**src/rtl/alu_pkg.sv**
```systemverilog
// Shared definitions for the ALU and its front-end arbiter: opcode
// encodings, the legal-opcode test and the arbiter FSM state encoding.
package alu_pkg;

  localparam logic [3:0] OP_AND   = 4'b0000;
  localparam logic [3:0] OP_OR    = 4'b0001;
  localparam logic [3:0] OP_ADD   = 4'b0010;
  localparam logic [3:0] OP_SUB   = 4'b0110;
  localparam logic [3:0] OP_PASSB = 4'b0111;

  typedef enum logic [1:0] {
    ST_IDLE = 2'd0,
    ST_EXEC = 2'd1,
    ST_RESP = 2'd2
  } state_e;

  // True only for the five operations the ALU implements.
  function automatic logic is_legal_op(input logic [3:0] ctrl);
    case (ctrl)
      OP_AND, OP_OR, OP_ADD, OP_SUB, OP_PASSB: is_legal_op = 1'b1;
      default:                                 is_legal_op = 1'b0;
    endcase
  endfunction

endpackage

```
**src/rtl/rr_arb2.sv**
```systemverilog
// Two-input round-robin arbiter. A lone requester always wins; when both
// request, the one named by prio_i wins. Grants are suppressed when en_i
// is low, but the winner index is always computed.
module rr_arb2 (
  input  logic [1:0] req_i,
  input  logic       prio_i,
  input  logic       en_i,
  output logic [1:0] gnt_o,
  output logic       idx_o
);

  logic win;

  // Pick the winner and form the one-hot grant.
  always_comb begin
    // NOTE: every output gets a default first so no path leaves it unassigned (no latch).
    win   = 1'b0;
    gnt_o = 2'b00;
    case (req_i)
      2'b01:   win = 1'b0;
      2'b10:   win = 1'b1;
      2'b11:   win = prio_i;
      default: win = 1'b0;
    endcase
    if (en_i && req_i[win]) gnt_o[win] = 1'b1;
  end

  assign idx_o = win;

endmodule

```
**src/rtl/alu_arbiter.sv**
```systemverilog
// Shares one combinational ALU between two valid/ready requesters.
// IDLE arbitrates and registers the winner's operands onto the ALU bus,
// EXEC captures the ALU result, RESP holds it until the owner accepts.
// Illegal opcodes never reach the ALU and complete with err set.
module alu_arbiter
  import alu_pkg::*;
#(
  parameter int WIDTH = 64,
  parameter int NREQ  = 2
) (
  input  logic             CLK,
  input  logic             Reset_L,
  input  logic             req0_valid,
  output logic             req0_ready,
  input  logic [WIDTH-1:0] req0_a,
  input  logic [WIDTH-1:0] req0_b,
  input  logic [3:0]       req0_ctrl,
  input  logic             req1_valid,
  output logic             req1_ready,
  input  logic [WIDTH-1:0] req1_a,
  input  logic [WIDTH-1:0] req1_b,
  input  logic [3:0]       req1_ctrl,
  output logic             rsp0_valid,
  input  logic             rsp0_ready,
  output logic [WIDTH-1:0] rsp0_result,
  output logic             rsp0_zero,
  output logic             rsp0_err,
  output logic             rsp1_valid,
  input  logic             rsp1_ready,
  output logic [WIDTH-1:0] rsp1_result,
  output logic             rsp1_zero,
  output logic             rsp1_err,
  output logic [WIDTH-1:0] alu_a,
  output logic [WIDTH-1:0] alu_b,
  output logic [3:0]       alu_ctrl,
  input  logic [WIDTH-1:0] alu_w,
  input  logic             alu_zero
);

  // The port list is written for exactly two requesters.
  if (NREQ != 2) begin : g_bad_nreq
    $error("alu_arbiter supports NREQ == 2 only");
  end

  state_e           state_q;
  logic             prio_q;
  logic             owner_q;
  logic [WIDTH-1:0] alu_a_q, alu_b_q, result_q;
  logic [3:0]       alu_ctrl_q;
  logic             zero_q, err_q;

  logic [1:0]       gnt;
  logic             win_idx;
  logic             accept;
  logic             rsp_hs;
  logic [WIDTH-1:0] win_a, win_b;
  logic [3:0]       win_ctrl;

  rr_arb2 u_arb (
    .req_i  ({req1_valid, req0_valid}),
    .prio_i (prio_q),
    .en_i   (state_q == ST_IDLE),
    .gnt_o  (gnt),
    .idx_o  (win_idx)
  );

  assign req0_ready = gnt[0];
  assign req1_ready = gnt[1];
  assign accept     = |gnt;

  assign win_a    = win_idx ? req1_a    : req0_a;
  assign win_b    = win_idx ? req1_b    : req0_b;
  assign win_ctrl = win_idx ? req1_ctrl : req0_ctrl;

  assign rsp_hs = (state_q == ST_RESP) && (owner_q ? rsp1_ready : rsp0_ready);

  // Arbitration FSM; all datapath registers update alongside the state.
  always_ff @(posedge CLK or negedge Reset_L) begin
    if (!Reset_L) begin
      // NOTE: sequential state uses <= so every register samples pre-edge values.
      state_q    <= ST_IDLE;
      prio_q     <= 1'b0;
      owner_q    <= 1'b0;
      alu_a_q    <= '0;
      alu_b_q    <= '0;
      alu_ctrl_q <= OP_AND;
      result_q   <= '0;
      zero_q     <= 1'b0;
      err_q      <= 1'b0;
    end else begin
      case (state_q)
        ST_IDLE: begin
          if (accept) begin
            owner_q <= win_idx;
            err_q   <= !is_legal_op(win_ctrl);
            // Illegal opcodes leave the ALU bus untouched.
            if (is_legal_op(win_ctrl)) begin
              alu_a_q    <= win_a;
              alu_b_q    <= win_b;
              alu_ctrl_q <= win_ctrl;
            end
            state_q <= ST_EXEC;
          end
        end
        ST_EXEC: begin
          if (err_q) begin
            result_q <= '0;
            zero_q   <= 1'b1;
          end else begin
            result_q <= alu_w;
            zero_q   <= alu_zero;
          end
          state_q <= ST_RESP;
        end
        ST_RESP: begin
          if (rsp_hs) begin
            prio_q  <= ~owner_q;
            state_q <= ST_IDLE;
          end
        end
        default: state_q <= ST_IDLE;
      endcase
    end
  end

  assign alu_a    = alu_a_q;
  assign alu_b    = alu_b_q;
  assign alu_ctrl = alu_ctrl_q;

  assign rsp0_valid  = (state_q == ST_RESP) && !owner_q;
  assign rsp1_valid  = (state_q == ST_RESP) &&  owner_q;
  assign rsp0_result = result_q;
  assign rsp1_result = result_q;
  assign rsp0_zero   = zero_q;
  assign rsp1_zero   = zero_q;
  assign rsp0_err    = err_q;
  assign rsp1_err    = err_q;

endmodule

```
**config.mk**
```make
export PLATFORM = sky130hd
export DESIGN_NAME = alu_arbiter
export DESIGN_NICKNAME = d
export VERILOG_FILES = /design/src/rtl/alu_pkg.sv /design/src/rtl/rr_arb2.sv /design/src/rtl/alu_arbiter.sv
export SDC_FILE = /design/constraint.sdc
export NUM_CORES = 1
export LEC_CHECK = 0
export ABC_AREA = 1
export BUFFER_PORTS_ARGS = -buffer_cell sky130_fd_sc_hd__buf_2
export CAP_MARGIN = 15
export CORE_AREA = 5 5 234 236
export CTS_CLUSTER_SIZE = 40
export DETAILED_ROUTE_END_ITERATION = 6
export DIE_AREA = 0 0 239 241
export SYNTH_ARGS = -nofsm -noshare
export SYNTH_HDL_FRONTEND = slang
export SYNTH_SLANG_ARGS = --single-unit
```
**constraint.sdc**
```tcl
create_clock -name CLK -period 1.65 [get_ports CLK]
set_input_delay 0.165 -clock CLK [delete_from_list [all_inputs] [get_ports CLK]]
set_output_delay 0.165 -clock CLK [all_outputs]
set_load 0.01 [all_outputs]
```
==> summary.md, run 1 <==
The final net count came out at 2,570. Destination of the worst register-to-register timing path: alu_b[19]. The final reports fail on negative setup slack. Averaged over all synthesized cells, the footprint is 7.30 um^2. The final setup TNS is -5.83 ns.

For the worst setup path, the data arrival time is 1.60 ns. At the pin with the least slew margin, the transition time is 0.528 ns. Across the run, the number of max-cap violations was 0.

The violation count after the first detailed-routing iteration is 635, and the number of iterations in the first detailed-routing pass is 4. The run gives 0.632 mV as the largest voltage drop on the vdd net. The floorplan step defined a die boundary enclosing 57,600 um^2. For this run, the top clock speed supported by timing is 566 MHz.

Dividing the detail-routed via count by the number of cells gives 4.18. After detailed placement, the total cell area comes to 13,900 um^2. The clock tree root driver cell is sky130_fd_sc_hd__clkbuf_16. The die height is 241 um.

The tools report the source of the critical timing path as prio_q. Of all cell types, the one taking the most synthesized area is sky130_fd_sc_hd__dfrtp_1. Counting I/O delays and the setup requirement, the final critical path takes 1.77 ns. For this block, the routed nets add up to 48,700 um of wire. The clock latency on the worst-skew pair is 0.52 ns, and the post-layout instance count excluding filler cells is 2,939. The run gives 3 as the number of antenna violations at the first check in global routing. The worst setup path is captured at a primary output. The worst setup path is launched from a flip-flop.

In this run the count of I/O pins placed on the die edge is 603. The synthesized design contains 202 register bits. The post-route clock skew was 0.00781 ns; the count of buffers from port buffering was 602. The number of remaining DRC errors came out at 0. Dividing the detail-routed wire length by the instance count gives 16.6 um.

The tools report the worst endpoint required time as 1.48 ns. Summed over all layers, the global routing overflow is 0. The startpoint identified for the worst register-to-register timing path is prio_q.

The number of placed instances with taps included is 2,598, and the share of final-layout standard cells stronger than drive strength 1 is 0.337. The top cell type's share of synthesized area was 0.498. In this run the power density over the cells is 1440 nW/um^2. The logs give 0.194 for the effective utilization at floorplan and 0 for the number of synthesis warnings. The proportion of synthesized flip-flops having asynchronous set or reset is 1.00, and the number of instances in the synthesized netlist is 1,391. The longest clock path from root to sink contains 3 buffers.

Ratio of final minimum period to clock period: 1.07. Final hold slack: 0.0222 ns. The maximum net fanout on the critical path works out to 3. The total via count in the routed design is 12,300, and the worst setup slack for register-to-register paths is -0.09 ns. In this run, synthesis inferred 0 flip-flops with an integrated enable.

Entering global routing, the biggest net connects 98 pins. The first-pass GRT wire length is 70,100 um, and the area of the mapped netlist is 10,100 um^2. For the final antenna-violating net count, the log shows 0. TritonCTS built the clock tree.

By area the synthesized netlist is led by sky130_fd_sc_hd__dfrtp_1, sky130_fd_sc_hd__nand2_1, sky130_fd_sc_hd__nand3_1. The worst slew margin relative to its limit was 0.648; the share of the core filled with cells in the final layout was 0.344. The number of pins exceeding their max-slew limit in the final report was 0; the global placer's final weighted congestion was 0.826. Setup violations remaining at the end of the flow were counted as 135.

The flow ran to the end, but the final reports show violations. The CTS clock-pin slew for the worst setup and hold paths was 0.07 ns; the final hold violation count was 0. The overall fraction of global-route tracks in use was 0.153; the layout overhead on the synthesized area was 77.2%. Setup repair after global routing could not meet its margin everywhere. The critical path ends at req0_ready. Once detailed placement completed, the half-perimeter wirelength came to 32,600 um. The most used flip-flop cell after synthesis is sky130_fd_sc_hd__dfrtp_1. The number of global-route vias before repair was 12,600; the floorplan core area was 52,200 um^2.

The netlist uses 18 different library cells. The floorplan row count is 84, and the cell area after layout is 18,000 um^2. The clock drives 202 sinks.

The worst setup path is of the reg -> out kind. By count the netlist is led by sky130_fd_sc_hd__nand2_1, sky130_fd_sc_hd__dfrtp_1, sky130_fd_sc_hd__nand3_1. The CTS buffer count is 23, and the leakage power total is 10.3 nW. Most frequently used cell type in the post-synthesis netlist: sky130_fd_sc_hd__nand2_1. Slack of the critical path: -0.116 ns. Path category of the worst min-delay check: in -> reg. The deepest level of the CTS H-tree is 1. The share of synthesized area occupied by flip-flops and latches is 0.498.

When the netlist entered floorplanning its net count stood at 1,726. The die is 239 um wide. Worst-case reg-to-reg path depth: 9.
==> what timing repair did <==
action / in CTS / in global routing
endpoints found under the setup margin: 111 / 136
pin swaps: 3 / 5
hold buffers: 280 / 0
gates cloned: 2 / 8
resized for setup: 31 / 25
endpoints found under the hold margin: 378 / 0
setup buffers: 8 / 2
==> placed cells by master (no fill, tap or decap), types with 7 or more instances in the layout <==
cell type and instances:
sky130_fd_sc_hd__nand2_2 10, sky130_fd_sc_hd__buf_6 14, sky130_fd_sc_hd__dlygate4sd3_1 280, sky130_fd_sc_hd__buf_12 19, sky130_fd_sc_hd__nand2_1 786, sky130_fd_sc_hd__buf_2 599, sky130_fd_sc_hd__clkbuf_16 30, sky130_fd_sc_hd__buf_4 51
sky130_fd_sc_hd__inv_1 7, sky130_fd_sc_hd__nor2_1 7, sky130_fd_sc_hd__dfrtp_1 202, sky130_fd_sc_hd__nand3_1 198
==> sequential cells by signal, summed over array words and instances (netlist names) <==
register     flops
prio_q           1
rsp0_zero        1
rsp0_result     64
alu_b           64
state_q          2
rsp0_err         1
alu_ctrl         4
alu_a           64
owner_q          1
==> where the power goes <==
group          total [mW]  internal [mW]  switching, mW
clock                5.11           3.04           2.07
combinational        12.4           5.13           7.23
sequential           8.40           7.03           1.37
total                25.9           15.2           10.7
==> through the flow <==
| step | worst slack (ns) | power [mW] |
|---|---|---|
| 6_report | -0.116 | 25.9 |
| 5_1_grt | -0.186 | 27.7 |
| 4_1_cts | -0.117 | 25.7 |
| 3_5_place_dp | -0.0472 | 19.5 |
| 3_3_place_gp | -0.0258 | 19.4 |
| 2_1_floorplan | 0.167 | 14.4 |
==> logic make-up (layout without fill, tap and decap cells) <==
kind of cell           Yosys count  in the layout  synth area share
AND/OR/NAND/NOR               1013           1013             0.402
flip-flops                     202            202             0.498
buffers and inverters          171           1029            0.0969
AO/OA/AOI/OAI                    5              5           0.00283
other                            0              2                 0
==> final cells by class <==
class                           instances  area [um^2]
Clock buffer                           32          649
Sequential cell                       202         5050
Inverter                               14         68.8
Multi-Input combinational cell       1018         4200
Tap cell                              688          861
Fill cell                            5317        34300
Timing Repair Buffer                  976         7050
Clock inverter                          7         87.6
Antenna cell                            2         5.00
==> worst max-delay path, stage by stage (launching register included) <==
cell and delay (ns):
sky130_fd_sc_hd__dfrtp_1 0.40, sky130_fd_sc_hd__inv_2 0.07, sky130_fd_sc_hd__nand2_4 0.06, sky130_fd_sc_hd__nand2_4 0.08, sky130_fd_sc_hd__buf_12 0.12, sky130_fd_sc_hd__inv_16 0.03
sky130_fd_sc_hd__buf_12 0.11, sky130_fd_sc_hd__nor2_4 0.08, sky130_fd_sc_hd__buf_6 0.12
==> how the worst min path moves through the flow <==
stage          startpoint  slack, ns               to  cells after the start
6_report       req1_b[17]       0.02        alu_b[17]                      5
5_1_grt        req1_b[17]       0.01        alu_b[17]                      5
4_1_cts        req1_b[30]      0.002        alu_b[30]                      5
3_5_place_dp      Reset_L       0.10  rsp0_result[59]                      1
3_3_place_gp      Reset_L       0.11  rsp0_result[59]                      1
2_1_floorplan     Reset_L      -0.13         alu_a[0]                      0
==> metal layers <==
metal	share of wire	global-route usage
met1	0.37	0.169
met3	0.078	0.0376
met4	0.052	0.0799
met5	0.00049	0
met2	0.50	0.272
Note: power is estimated with default switching activity, not from simulation.
==> inputs of run 2 (changes only) <==
ABC_AREA = 0   (was 1)
CORE_AREA = 5 5 231 233   (was 5 5 234 236)
DIE_AREA = 0 0 236 238   (was 0 0 239 241)
==> run 2 against run 1 <==
Against the previous run: the run still ends with negative setup slack left; core utilization rose by 1.9 points; synthesized area fell by 2.1%; worst setup slack got worse by 0.24 ns; sequential power rose by 8.5%; hold slack improved by 0.0050 ns; critical path depth fell by 1; via count fell by 21%; non-clock buffer count did not move; design area rose by 2.9%; cell count fell by 18%; largest power group unchanged; highest routed layer unchanged.
==> summary.md, run 2 <==
The logs give 2,043 for the number of placed instances with taps included and 1 for the deepest level of the CTS H-tree. The leading register cell type out of synthesis was sky130_fd_sc_hd__dfrtp_1. The run finished, with violations left.

Summing all placed instances gives a cell area of 13,800 um^2. The number of antenna violations at the first check in global routing is 3, and the final hold violation count is 0. Sorting the synthesized cells by how often they occur yields sky130_fd_sc_hd__mux2_2, sky130_fd_sc_hd__dfrtp_1, sky130_fd_sc_hd__buf_4.

The number of remaining DRC errors is 0. The post-synthesis register bit count works out to 202. The Yosys step of the flow raised 0 warnings.

The worst-case reg-to-reg path depth works out to 7. The checks that failed: negative setup slack. The tools report the floorplan row count as 83. Share of final-layout standard cells stronger than drive strength 1: 0.579. The signal arrival time at the worst endpoint is 2.41 ns. The mapped netlist covers 9940 um^2. Setup repair after global routing could not meet its margin everywhere.

The reg-to-reg startpoint was prio_q. Along the worst hold path, the cell count comes to 3. The final layout contains 2,036 nets.

At the end of routability-driven placement, the weighted congestion stood at 0.994. Leaving out fill and tap cells, the most frequent cell in the layout is sky130_fd_sc_hd__buf_2. The number of iterations in the first detailed-routing pass came out at 4. The worst setup slack for register-to-register paths came out at -0.36 ns. The pin count of the biggest net entering global routing came out at 110. The die covers 56,200 um^2. The logs give 10,700 for the number of global-route vias before repair and 0.363 for the share of the core filled with cells in the final layout. Dividing the synthesized area by the synthesized cell count gives 12.2 um^2.

The die is 238 um tall. Clock tree root driver cell: sky130_fd_sc_hd__clkbuf_16. Across the routed clock network, the largest skew measured is 0.00612 ns.

The number of nets produced by synthesis is 1,148, and the proportion of synthesized flip-flops having asynchronous set or reset is 1.00. The region available for standard cell placement spans 51,000 um^2. The finished cells cover 18,500 um^2. TritonCTS built the clock tree. The worst setup path is captured at a flip-flop. The clock latency on the worst-skew pair was 0.53 ns.

Yosys instantiated no cell more often than sky130_fd_sc_hd__mux2_2. The number of vias per cell after detailed routing is 4.05. Of all cell types, the one taking the most synthesized area is sky130_fd_sc_hd__dfrtp_1. Pin placement for this block handled 603 I/O pins. After layout, the design draws a total of 28.0 mW.

CTS buffer count: 25. The logs give 0.509 for the share of synthesized area occupied by flip-flops and latches and 42,100 um for the post-detailed-routing wire length. The endpoint identified for the worst register-to-register timing path is alu_b[26]. The power per cell area is 1510 nW/um^2.

The category of the most critical setup path was reg -> reg. The maximum net fanout on the critical path was 8. The worst hold path terminates at alu_b[59]. The ratio of final minimum period to clock period is 1.22.

After clock tree synthesis, the clock-pin slew on the worst setup and hold paths is 0.06 ns. The tools report the slack of the critical path as -0.356 ns. Once detail routing completed, the nets flagged for antenna violations numbered 0. The type of origin of the critical path was a flip-flop. Derived from the worst setup path, the maximum achievable clock frequency is 498 MHz. The clock passes through at most 3 buffers.

The first-pass GRT wire length is 61,400 um. STA puts the critical path data required time at 2.06 ns. The clock period minus worst slack was 2.01 ns; the count of buffers from port buffering was 602. The run gives 0 as the number of pins exceeding their max-slew limit in the final report. The source of the worst hold timing path was req0_b[59].

For the pin with the worst max-slew slack, the measured transition is 0.601 ns. The worst slew margin relative to its limit is 0.599. The tool flagged a number of max-cap violations equal to 0. The path category of the worst min-delay check is in -> reg. The largest voltage drop on the vdd net came out at 0.793 mV.

The number of flops mapped to enable cells by yosys was 0. The overall fraction of global-route tracks in use was 0.135. Counting distinct cell types in the post-synthesis netlist gives 28. The final route contains 9,737 vias. The top cell type's share of synthesized area was 0.509; the layout overhead on the synthesized area was 86.1%. Setup violations remaining at the end of the flow were counted as 134.

The finished layout holds 2,402 standard cells, fillers aside. The violation count after the first detailed-routing iteration is 275, and the HPWL after detailed placement is 27,900 um. Leaving out fill and tap cells, the most frequent cells in the layout are sky130_fd_sc_hd__buf_2, sky130_fd_sc_hd__dlygate4sd3_1, sky130_fd_sc_hd__dfrtp_1. For this design the static power due to leakage is 9.08 nW.

The routed length per instance works out to 17.5 um. Global routing finished with a remaining overflow of 0. The number of instances in the synthesized netlist was 813; the number of clock sinks seen by CTS was 202. The tools report the effective utilization at floorplan as 0.195.

The layout has 4,858 filler cells. Measured along the x axis, the die boundary spans 236 um. By area the synthesized netlist is led by sky130_fd_sc_hd__dfrtp_1, sky130_fd_sc_hd__mux2_2, sky130_fd_sc_hd__buf_4.
[run 2: cell types whose count changed in the layout (fill, tap and decap cells not counted), moves of 5 or more]
cell / delta
sky130_fd_sc_hd__nand2_1: -718
sky130_fd_sc_hd__nand3_1: -197
sky130_fd_sc_hd__mux2_2: +125
sky130_fd_sc_hd__mux2_4: +125
sky130_fd_sc_hd__nand2b_1: +66
sky130_fd_sc_hd__o21ai_0: +64
sky130_fd_sc_hd__buf_8: +13
sky130_fd_sc_hd__buf_4: -11
sky130_fd_sc_hd__nand2_2: -9
sky130_fd_sc_hd__mux2_1: +8
sky130_fd_sc_hd__inv_2: -6
sky130_fd_sc_hd__dlygate4sd3_1: +5
[run 2: cell type report]
class	instances	area (um^2)	area share
repair buffers	976	7060	0.382
flip-flops and latches	202	5050	0.273
multi-input cells	493	4710	0.255
well taps	680	851	0.0460
clock buffers	37	701	0.0379
clock inverters	8	96.3	0.00521
inverters	3	11.3	0.000609
diodes	3	7.51	0.000406
[run 2: cells by family (layout without fill, tap and decap cells)]
| logic type | Yosys count | count (layout) | share of synthesized area |
|---|---|---|---|
| buf+inv | 118 | 1024 | 0.0742 |
| compound gates | 77 | 77 | 0.0432 |
| mux | 260 | 260 | 0.294 |
| other cells | 0 | 3 | 0 |
| flops | 202 | 202 | 0.509 |
| simple gates | 156 | 156 | 0.0797 |
[run 2: how the worst max path moves through the flow]
stage,cells after the start,startpoint,end,slack [ns]
2_1_floorplan,5,state_q[1],alu_a[10],-0.11
3_3_place_gp,7,req0_ctrl[3],alu_a[4],-0.25
3_5_place_dp,6,prio_q,alu_b[19],-0.31
4_1_cts,8,prio_q,alu_a[45],-0.31
5_1_grt,7,prio_q,alu_b[26],-0.40
6_report,7,prio_q,alu_b[26],-0.36
[run 2: timing repair]
action / CTS / global route
resized for setup: 94 / 91
pin swaps: 3 / 6
setup buffers: 13 / 9
hold endpoints to repair: 233 / 0
hold buffers: 285 / 0
gates cloned: 2 / 6
setup endpoints to repair: 135 / 136
[run 2: stage by stage]
step                setup TNS [ns]  setup slack [ns]  hold slack [ns]
floorplan                    -9.92            -0.107           -0.131
CTS                         -34.90            -0.314         0.000510
global placement            -25.95            -0.246            0.201
global route                -46.42            -0.402          0.00720
detailed placement          -34.34            -0.313            0.207
finish                      -38.82            -0.356           0.0272
[run 2: layer usage]
layer	track usage	routed length, um
met2	0.241	21100
met3	0.0354	2880
met5	0	13
met1	0.147	15800
met4	0.0741	2270
[run 2: where the power goes]
group | internal [mW] | switching [mW]
Combinational | 7.28 | 6.26
Clock | 3.24 | 2.08
Sequential | 7.39 | 1.71
[run 2: critical path: stages, from the launching register on]
cell and delay, ns:
sky130_fd_sc_hd__dfrtp_1 0.40, sky130_fd_sc_hd__nand2b_4 0.16, sky130_fd_sc_hd__and2_4 0.15, sky130_fd_sc_hd__o32ai_4 0.31, sky130_fd_sc_hd__buf_6 0.18, sky130_fd_sc_hd__buf_12 0.18, sky130_fd_sc_hd__clkbuf_16 0.19, sky130_fd_sc_hd__mux2_4 0.30
